===== config.mk =====
export PLATFORM = sky130hd
export DESIGN_NAME = fetch_pc_stage_flat
export DESIGN_NICKNAME = d
export VERILOG_FILES = /design/src/rtl/fetch_pc_stage_if.sv /design/src/rtl/fetch_pc_stage.sv /design/src/flat_wrapper.sv
export SDC_FILE = /design/constraint.sdc
export NUM_CORES = 1
export LEC_CHECK = 0
export ABC_AREA = 1
export CAP_MARGIN = 0
export CORE_UTILIZATION = 46
export DETAILED_ROUTE_END_ITERATION = 10
export PLACE_DENSITY = 0.78
export SETUP_SLACK_MARGIN = 0.05
export SYNTH_ARGS = -nofsm -noshare
export SYNTH_HDL_FRONTEND = slang
export SYNTH_SLANG_ARGS = --single-unit

===== constraint.sdc =====
create_clock -name clk_in -period 5.9 [get_ports clk_in]
set_clock_uncertainty 0.1 [all_clocks]
set_input_delay 1.475 -clock clk_in [delete_from_list [all_inputs] [get_ports clk_in]]
set_output_delay 1.475 -clock clk_in [all_outputs]
set_load 0.02 [all_outputs]

===== src/rtl/fetch_pc_stage_if.sv =====
// Fetch-stage bundle: next-PC mux link, instruction-memory request/response
// channel and the instruction stream toward decode.
// master = fetch stage side, slave = environment (next-PC mux, imem, decode).
interface fetch_pc_stage_if;
  logic [31:0] pc_next_in;
  logic        flush_in;
  logic [31:0] pc_out;
  logic        imem_req_out;
  logic [31:0] imem_addr_out;
  logic        imem_gnt_in;
  logic        imem_rvalid_in;
  logic [31:0] imem_rdata_in;
  logic        instr_valid_out;
  logic        instr_ready_in;
  logic [31:0] instr_out;
  logic [31:0] instr_pc_out;
  logic        misalign_out;

  modport master (
    input  pc_next_in, flush_in, imem_gnt_in, imem_rvalid_in, imem_rdata_in,
           instr_ready_in,
    output pc_out, imem_req_out, imem_addr_out, instr_valid_out, instr_out,
           instr_pc_out, misalign_out
  );

  modport slave (
    output pc_next_in, flush_in, imem_gnt_in, imem_rvalid_in, imem_rdata_in,
           instr_ready_in,
    input  pc_out, imem_req_out, imem_addr_out, instr_valid_out, instr_out,
           instr_pc_out, misalign_out
  );
endinterface


===== src/rtl/fetch_pc_stage.sv =====
// fetch_pc_stage: owns the architectural PC, issues one instruction-memory
// fetch at a time and buffers returned words in a small FIFO toward decode.
// A redirect (flush_in) reloads the PC, empties the FIFO and kills any
// response still in flight.
// Optional macro FETCH_MISALIGN_TRAP_EN: suppress fetches from a misaligned
// PC and raise a sticky misalign_out flag until the next redirect.
module fetch_pc_stage #(
  parameter logic [31:0] BOOT_ADDR  = 32'h0000_0000,
  parameter int          FIFO_DEPTH = 2
) (
  input  logic              clk_in,
  input  logic              rst_in,
  fetch_pc_stage_if.master  bus
);

  localparam int PTR_W = (FIFO_DEPTH > 1) ? $clog2(FIFO_DEPTH) : 1;
  localparam int CNT_W = PTR_W + 1;
  localparam logic [CNT_W-1:0] DEPTH_C = CNT_W'(FIFO_DEPTH);

  typedef enum logic [1:0] {
    S_IDLE = 2'd0,
    S_REQ  = 2'd1,
    S_WAIT = 2'd2
  } state_t;

  state_t           state_q, state_d;
  logic [31:0]      pc_q, pc_d;
  logic [31:0]      inflight_pc_q, inflight_pc_d;
  logic             kill_q, kill_d;

  logic [PTR_W-1:0] wr_ptr_q, rd_ptr_q;
  logic [CNT_W-1:0] count_q, count_after;
  logic [31:0]      instr_mem [FIFO_DEPTH];
  logic [31:0]      pc_mem    [FIFO_DEPTH];

  logic             pc_bad;
  logic             req;
  logic             gnt_fire;
  logic             rsp_fire;
  logic             push;
  logic             pop;
  logic             head_valid;

  assign head_valid = (count_q != '0);
  assign req        = (state_q == S_REQ) && !pc_bad;
  assign gnt_fire   = req && bus.imem_gnt_in;
  assign rsp_fire   = (state_q == S_WAIT) && bus.imem_rvalid_in;
  // A killed response and any response coinciding with a redirect are dropped.
  assign push       = rsp_fire && !kill_q && !bus.flush_in;
  // The redirect empties the FIFO, so a pop in the same cycle is irrelevant.
  assign pop        = head_valid && bus.instr_ready_in && !bus.flush_in;

  // Occupancy after this cycle's push/pop, used to decide whether to fetch again.
  always_comb begin
    count_after = count_q;
    if (push && !pop) begin
      count_after = count_q + 1'b1;
    end else if (!push && pop) begin
      count_after = count_q - 1'b1;
    end
  end

  // Fetch FSM next-state logic; a redirect overrides the normal transitions.
  always_comb begin
    state_d       = state_q;
    pc_d          = pc_q;
    inflight_pc_d = inflight_pc_q;
    kill_d        = kill_q;

    case (state_q)
      S_IDLE: begin
        if (count_q < DEPTH_C) begin
          state_d = S_REQ;
        end
      end
      S_REQ: begin
        if (gnt_fire) begin
          pc_d          = bus.pc_next_in;
          inflight_pc_d = pc_q;
          state_d       = S_WAIT;
        end
      end
      S_WAIT: begin
        if (bus.imem_rvalid_in) begin
          kill_d  = 1'b0;
          state_d = (count_after < DEPTH_C) ? S_REQ : S_IDLE;
        end
      end
      default: begin
        state_d = S_IDLE;
      end
    endcase

    if (bus.flush_in) begin
      pc_d = bus.pc_next_in;
      case (state_q)
        S_REQ: begin
          if (gnt_fire) begin
            // Grant is honoured but the returning word belongs to the old path.
            kill_d  = 1'b1;
            state_d = S_WAIT;
          end else begin
            state_d = S_REQ;
          end
        end
        S_WAIT: begin
          if (bus.imem_rvalid_in) begin
            kill_d  = 1'b0;
            state_d = S_REQ;
          end else begin
            // Stay until the stale response drains so only one request is outstanding.
            kill_d  = 1'b1;
            state_d = S_WAIT;
          end
        end
        default: begin
          state_d = S_REQ;
        end
      endcase
    end
  end

  // FSM, PC and in-flight bookkeeping registers.
  always_ff @(posedge clk_in or posedge rst_in) begin
    if (rst_in) begin
      state_q       <= S_IDLE;
      pc_q          <= BOOT_ADDR;
      inflight_pc_q <= BOOT_ADDR;
      kill_q        <= 1'b0;
    end else begin
      state_q       <= state_d;
      pc_q          <= pc_d;
      inflight_pc_q <= inflight_pc_d;
      kill_q        <= kill_d;
    end
  end

  // FIFO pointers and occupancy; a redirect empties the buffer.
  always_ff @(posedge clk_in or posedge rst_in) begin
    if (rst_in) begin
      wr_ptr_q <= '0;
      rd_ptr_q <= '0;
      count_q  <= '0;
    end else if (bus.flush_in) begin
      wr_ptr_q <= '0;
      rd_ptr_q <= '0;
      count_q  <= '0;
    end else begin
      if (push) begin
        wr_ptr_q <= wr_ptr_q + 1'b1;
      end
      if (pop) begin
        rd_ptr_q <= rd_ptr_q + 1'b1;
      end
      count_q <= count_after;
    end
  end

  // FIFO storage; needs no reset because occupancy gates visibility.
  always_ff @(posedge clk_in) begin
    if (push) begin
      instr_mem[wr_ptr_q] <= bus.imem_rdata_in;
      pc_mem[wr_ptr_q]    <= inflight_pc_q;
    end
  end

  // Request gating guarantees a free slot for every response.
  always_ff @(posedge clk_in) begin
    if (!rst_in) begin
      assert (!(push && (count_q == DEPTH_C)));
    end
  end

`ifdef FETCH_MISALIGN_TRAP_EN
  logic misalign_q, misalign_d;

  // Sticky misaligned-PC flag: set when about to fetch from a misaligned PC.
  always_comb begin
    misalign_d = misalign_q;
    if (((state_q == S_IDLE) || (state_q == S_REQ)) && (pc_q[1:0] != 2'b00)) begin
      misalign_d = 1'b1;
    end
    if (bus.flush_in) begin
      misalign_d = 1'b0;
    end
  end

  // Misalign flag register.
  always_ff @(posedge clk_in or posedge rst_in) begin
    if (rst_in) begin
      misalign_q <= 1'b0;
    end else begin
      misalign_q <= misalign_d;
    end
  end

  assign pc_bad            = (pc_q[1:0] != 2'b00) || misalign_q;
  assign bus.misalign_out  = misalign_q;
  assign bus.imem_addr_out = pc_q;
`else
  assign pc_bad            = 1'b0;
  assign bus.misalign_out  = 1'b0;
  assign bus.imem_addr_out = {pc_q[31:2], 2'b00};
`endif

  assign bus.pc_out          = pc_q;
  assign bus.imem_req_out    = req;
  assign bus.instr_valid_out = head_valid;
  assign bus.instr_out       = instr_mem[rd_ptr_q];
  assign bus.instr_pc_out    = pc_mem[rd_ptr_q];

endmodule

===== src/flat_wrapper.sv =====
// flat-port wrapper written by rule: the top's interface ports become plain ports
module fetch_pc_stage_flat 
#(
  parameter logic [31:0] BOOT_ADDR  = 32'h0000_0000,
  parameter int          FIFO_DEPTH = 2
)
  (clk_in, rst_in, bus_pc_next_in, bus_flush_in, bus_imem_gnt_in, bus_imem_rvalid_in, bus_imem_rdata_in, bus_instr_ready_in, bus_pc_out, bus_imem_req_out, bus_imem_addr_out, bus_instr_valid_out, bus_instr_out, bus_instr_pc_out, bus_misalign_out);
  fetch_pc_stage_if bus_i ();
  input  logic clk_in;
  input  logic rst_in;
  input wire logic [$bits(bus_i.pc_next_in)-1:0] bus_pc_next_in;
  input wire logic [$bits(bus_i.flush_in)-1:0] bus_flush_in;
  input wire logic [$bits(bus_i.imem_gnt_in)-1:0] bus_imem_gnt_in;
  input wire logic [$bits(bus_i.imem_rvalid_in)-1:0] bus_imem_rvalid_in;
  input wire logic [$bits(bus_i.imem_rdata_in)-1:0] bus_imem_rdata_in;
  input wire logic [$bits(bus_i.instr_ready_in)-1:0] bus_instr_ready_in;
  output wire logic [$bits(bus_i.pc_out)-1:0] bus_pc_out;
  output wire logic [$bits(bus_i.imem_req_out)-1:0] bus_imem_req_out;
  output wire logic [$bits(bus_i.imem_addr_out)-1:0] bus_imem_addr_out;
  output wire logic [$bits(bus_i.instr_valid_out)-1:0] bus_instr_valid_out;
  output wire logic [$bits(bus_i.instr_out)-1:0] bus_instr_out;
  output wire logic [$bits(bus_i.instr_pc_out)-1:0] bus_instr_pc_out;
  output wire logic [$bits(bus_i.misalign_out)-1:0] bus_misalign_out;
  assign bus_i.pc_next_in = bus_pc_next_in;
  assign bus_i.flush_in = bus_flush_in;
  assign bus_i.imem_gnt_in = bus_imem_gnt_in;
  assign bus_i.imem_rvalid_in = bus_imem_rvalid_in;
  assign bus_i.imem_rdata_in = bus_imem_rdata_in;
  assign bus_i.instr_ready_in = bus_instr_ready_in;
  assign bus_pc_out = bus_i.pc_out;
  assign bus_imem_req_out = bus_i.imem_req_out;
  assign bus_imem_addr_out = bus_i.imem_addr_out;
  assign bus_instr_valid_out = bus_i.instr_valid_out;
  assign bus_instr_out = bus_i.instr_out;
  assign bus_instr_pc_out = bus_i.instr_pc_out;
  assign bus_misalign_out = bus_i.misalign_out;
  fetch_pc_stage #(.BOOT_ADDR(BOOT_ADDR), .FIFO_DEPTH(FIFO_DEPTH)) u_core (.clk_in(clk_in), .rst_in(rst_in), .bus(bus_i));
endmodule

==> key figures <==
Critical path
  – CP most frequent cell: nand2_1
  – CP max FO: 39
  – Setup slack, reg-to-reg: 3320 ps
  – Critical-path cell list: inv_2 > buf_4 > nand2_1 > nand2_1 > clkdlybuf4s50_1
  – R2R depth: 7
  – CP Class: register to output port
  – Crit path max-delay cell type: clkdlybuf4s50_1
  – Crit path DAT: 2520 ps
  – Startpoint Class: register
  – CP required: 4320 ps
  – Crit path capture type: output port
  – Reg2reg end: u_core.pc_mem[0][7]
  – Worst r2r src: u_core.state_q[0]
  – Largest stage delay on the critical path: 630 ps

Clocking
  – CTS tree: done
  – Clock root cell: clkbuf_16
  – Post-CTS Hold Buffers: 0
  – Worst skew pair latency: 420 ps
  – Clock Tree Buf Depth: 2
  – Clk pin slew, worst setup/hold paths: 70 ps
  – CTS resizes: 0
  – Post-CTS setup repair buffer count: 0
  – Clock sink count: 199
  – # H-tree levels: 4
  – CTS Buf Count: 17

Placement
  – Dpl cell area: 9910 sq um
  – Routability Congestion: 0.717
  – Setup WS pre-CTS: 2050 ps
  – Hpwl dp: 10000 microns
  – # port buffers: 197
  – Dpl cells: 1043

Final layout
  – Final core occ: 62.3%
  – Area Growth Syn to Fin: 30.7%
  – Share of layout cells above drive strength 1: 12.5%
  – Antenna diode count: 0
  – Finished Cell Area: 10500 sq um
  – Commonest non-fill, non-tap cells in the layout: 246 x nand2_1, 197 x clkdlybuf4s50_1, 128 x edfxtp_1, 70 x dfrtp_1, 43 x inv_1
  – Most common cell after layout, fill and taps aside: nand2_1
  – Nets@finish: 918
  – Final Instance Count excl. Fillers: 1075

Global route
  – First-pass GRT wire length: 24500 microns
  – Total global-route track usage: 17.8%
  – GRT Residual Overflow: 0
  – Number of global-route vias before repair: 4946
  – Initial antenna violation count: 0
  – Largest net degree at the start of global routing: 67

Pwr
  – P_leak: 4.30 nW
  – Peak supply drop: 239 uV
  – Total power: 4.03 mW
  – Power Dens Cells: 385 nW/um^2

Worst hold path
  – Hold Crit Depth: 0
  – Worst Min Path Start: u_core.inflight_pc_q[29]
  – Hold Path Class: register to register
  – Worst min-delay path endpoint: u_core.pc_mem[1][29]

Synthesis
  – Warnings from Yosys: 0
  – Seq cells post-synth: 199
  – Mapped Area: 8020 sq um
  – Mapped Cells: 677
  – Post-synthesis average cell area: 11.8 sq um
  – Synth unique cells: 30
  – Sequential fraction of the synthesis area: 70.1%

Route
  – Initial drt markers: 325
  – Via count: 4994
  – Vias per cell: 4.65
  – Antenna Nets Post-Route: 0
  – Drc violations: 0
  – Drt first pass iters: 4
  – WL/cell: 14.3 microns
  – Drt total wl: 15400 microns

STA
  – Worst-margin pin slew: 726 ps
  – Fin. max-slew vios: 0
  – Fin worst setup slack: 1810 ps
  – Final min period: 4090 ps
  – Tcrit/Tclk final: 69.4%
  – Final number of hold-violating endpoints: 0
  – Setup_tns: 0 ps
  – Max Clk Rate: 244 MHz
  – Hold Slack: 369 ps
  – Max-slew headroom: 51.5%
  – RSZ-0062 raised after global routing: no
  – Setup violations, final: 0

Floorplanning
  – Std cell rows: 47
  – Initial Util: 47.7%
  – Ports: 201
  – Die ar.: 18000 sq um
  – Core Box Area: 16800 sq um
  – Die width: 134 microns
  – Chip Height: 134 microns

Flow run
  – # Max-Cap Violations: 0

Run status
  – Status: finished, final reports clean
[cell type report]
cell class,instances,area (sq um)
clock buffer,20,468
clock inverter,12,111
fill,1332,6330
inverter,47,180
multi-input combinational,373,1790
sequential,199,5620
tap,220,275
timing repair buffer,204,2040
[registers in the layout, summed over array words and instances, names as in the netlist, 2 cells and up]
| register | flops |
|---|---|
| u_core.pc_mem | 64 |
| u_core.instr_mem | 64 |
| u_core.state_q | 2 |
| u_core.count_q | 2 |
| u_core.inflight_pc_q | 32 |
| u_core.bus.pc_out | 32 |
[worst max path at each step]
stage / startpoint / endpoint / slack [ps] / cells after the start
6_report: u_core.rd_ptr_q / bus_instr_pc_out[15] / 1810 / 5
4_1_cts: u_core.rd_ptr_q / bus_instr_pc_out[15] / 1730 / 5
2_1_floorplan: bus_imem_rvalid_in / u_core.instr_mem[0][0] / 920 / 4
3_5_place_dp: bus_imem_rvalid_in / u_core.pc_mem[0][4] / 2050 / 6
5_1_grt: u_core.rd_ptr_q / bus_instr_pc_out[15] / 1640 / 5
3_3_place_gp: bus_imem_rvalid_in / u_core.pc_mem[0][13] / 2080 / 6
[synth_stat cells, drive strengths merged]
cell type  number  area share (%)
ha              6            0.94
nor2            5            0.27
nand2         277              14
a32oi           1            0.11
a21oi           4            0.25
buf            55             5.4
conb            1           0.047
clkinv          1           0.062
nand4           1           0.078
o21ai          68             5.6
inv            46             2.2
dfrtp          71              22
o22ai           1           0.078
nand3           5            0.50
edfxtp        128              48
nor3            1           0.062
clkbuf          5            0.27
a31oi           1           0.078
[cells by family (layout without fill, tap and decap cells)]
family,Yosys count,in the layout,synth area share (%)
AND/OR/NAND/NOR,289,289,15.0
buffers and inverters,107,283,7.86
AO/OA/AOI/OAI,75,75,6.07
flip-flops,199,199,70.1
adder cells (fa/ha/maj),6,6,0.936
other,1,3,0.0468
[power by group]
part	switching, mW	total [mW]	internal, mW
Sequential	0.135	1.87	1.74
Clock	0.510	1.10	0.591
Combinational	0.606	1.06	0.453
Total	1.25	4.03	2.78
[critical path: cells and delay by family (launching register included)]
family | cells | cell delay [ps]
flops | 1 | 410
buf+inv | 3 | 1480
simple gates | 2 | 200
[metal layers]
metal	up-vias	global-route usage (%)	share of wire, %	routed length (microns)
li1	2507	-	-	-
met1	2315	22.1	42	6550
met2	162	29.8	48	7420
met3	10	5.67	8.8	1360
met4	0	5.43	0.56	87
met5	-	0	0	0
No activity file was read; power rests on OpenSTA's default activity.
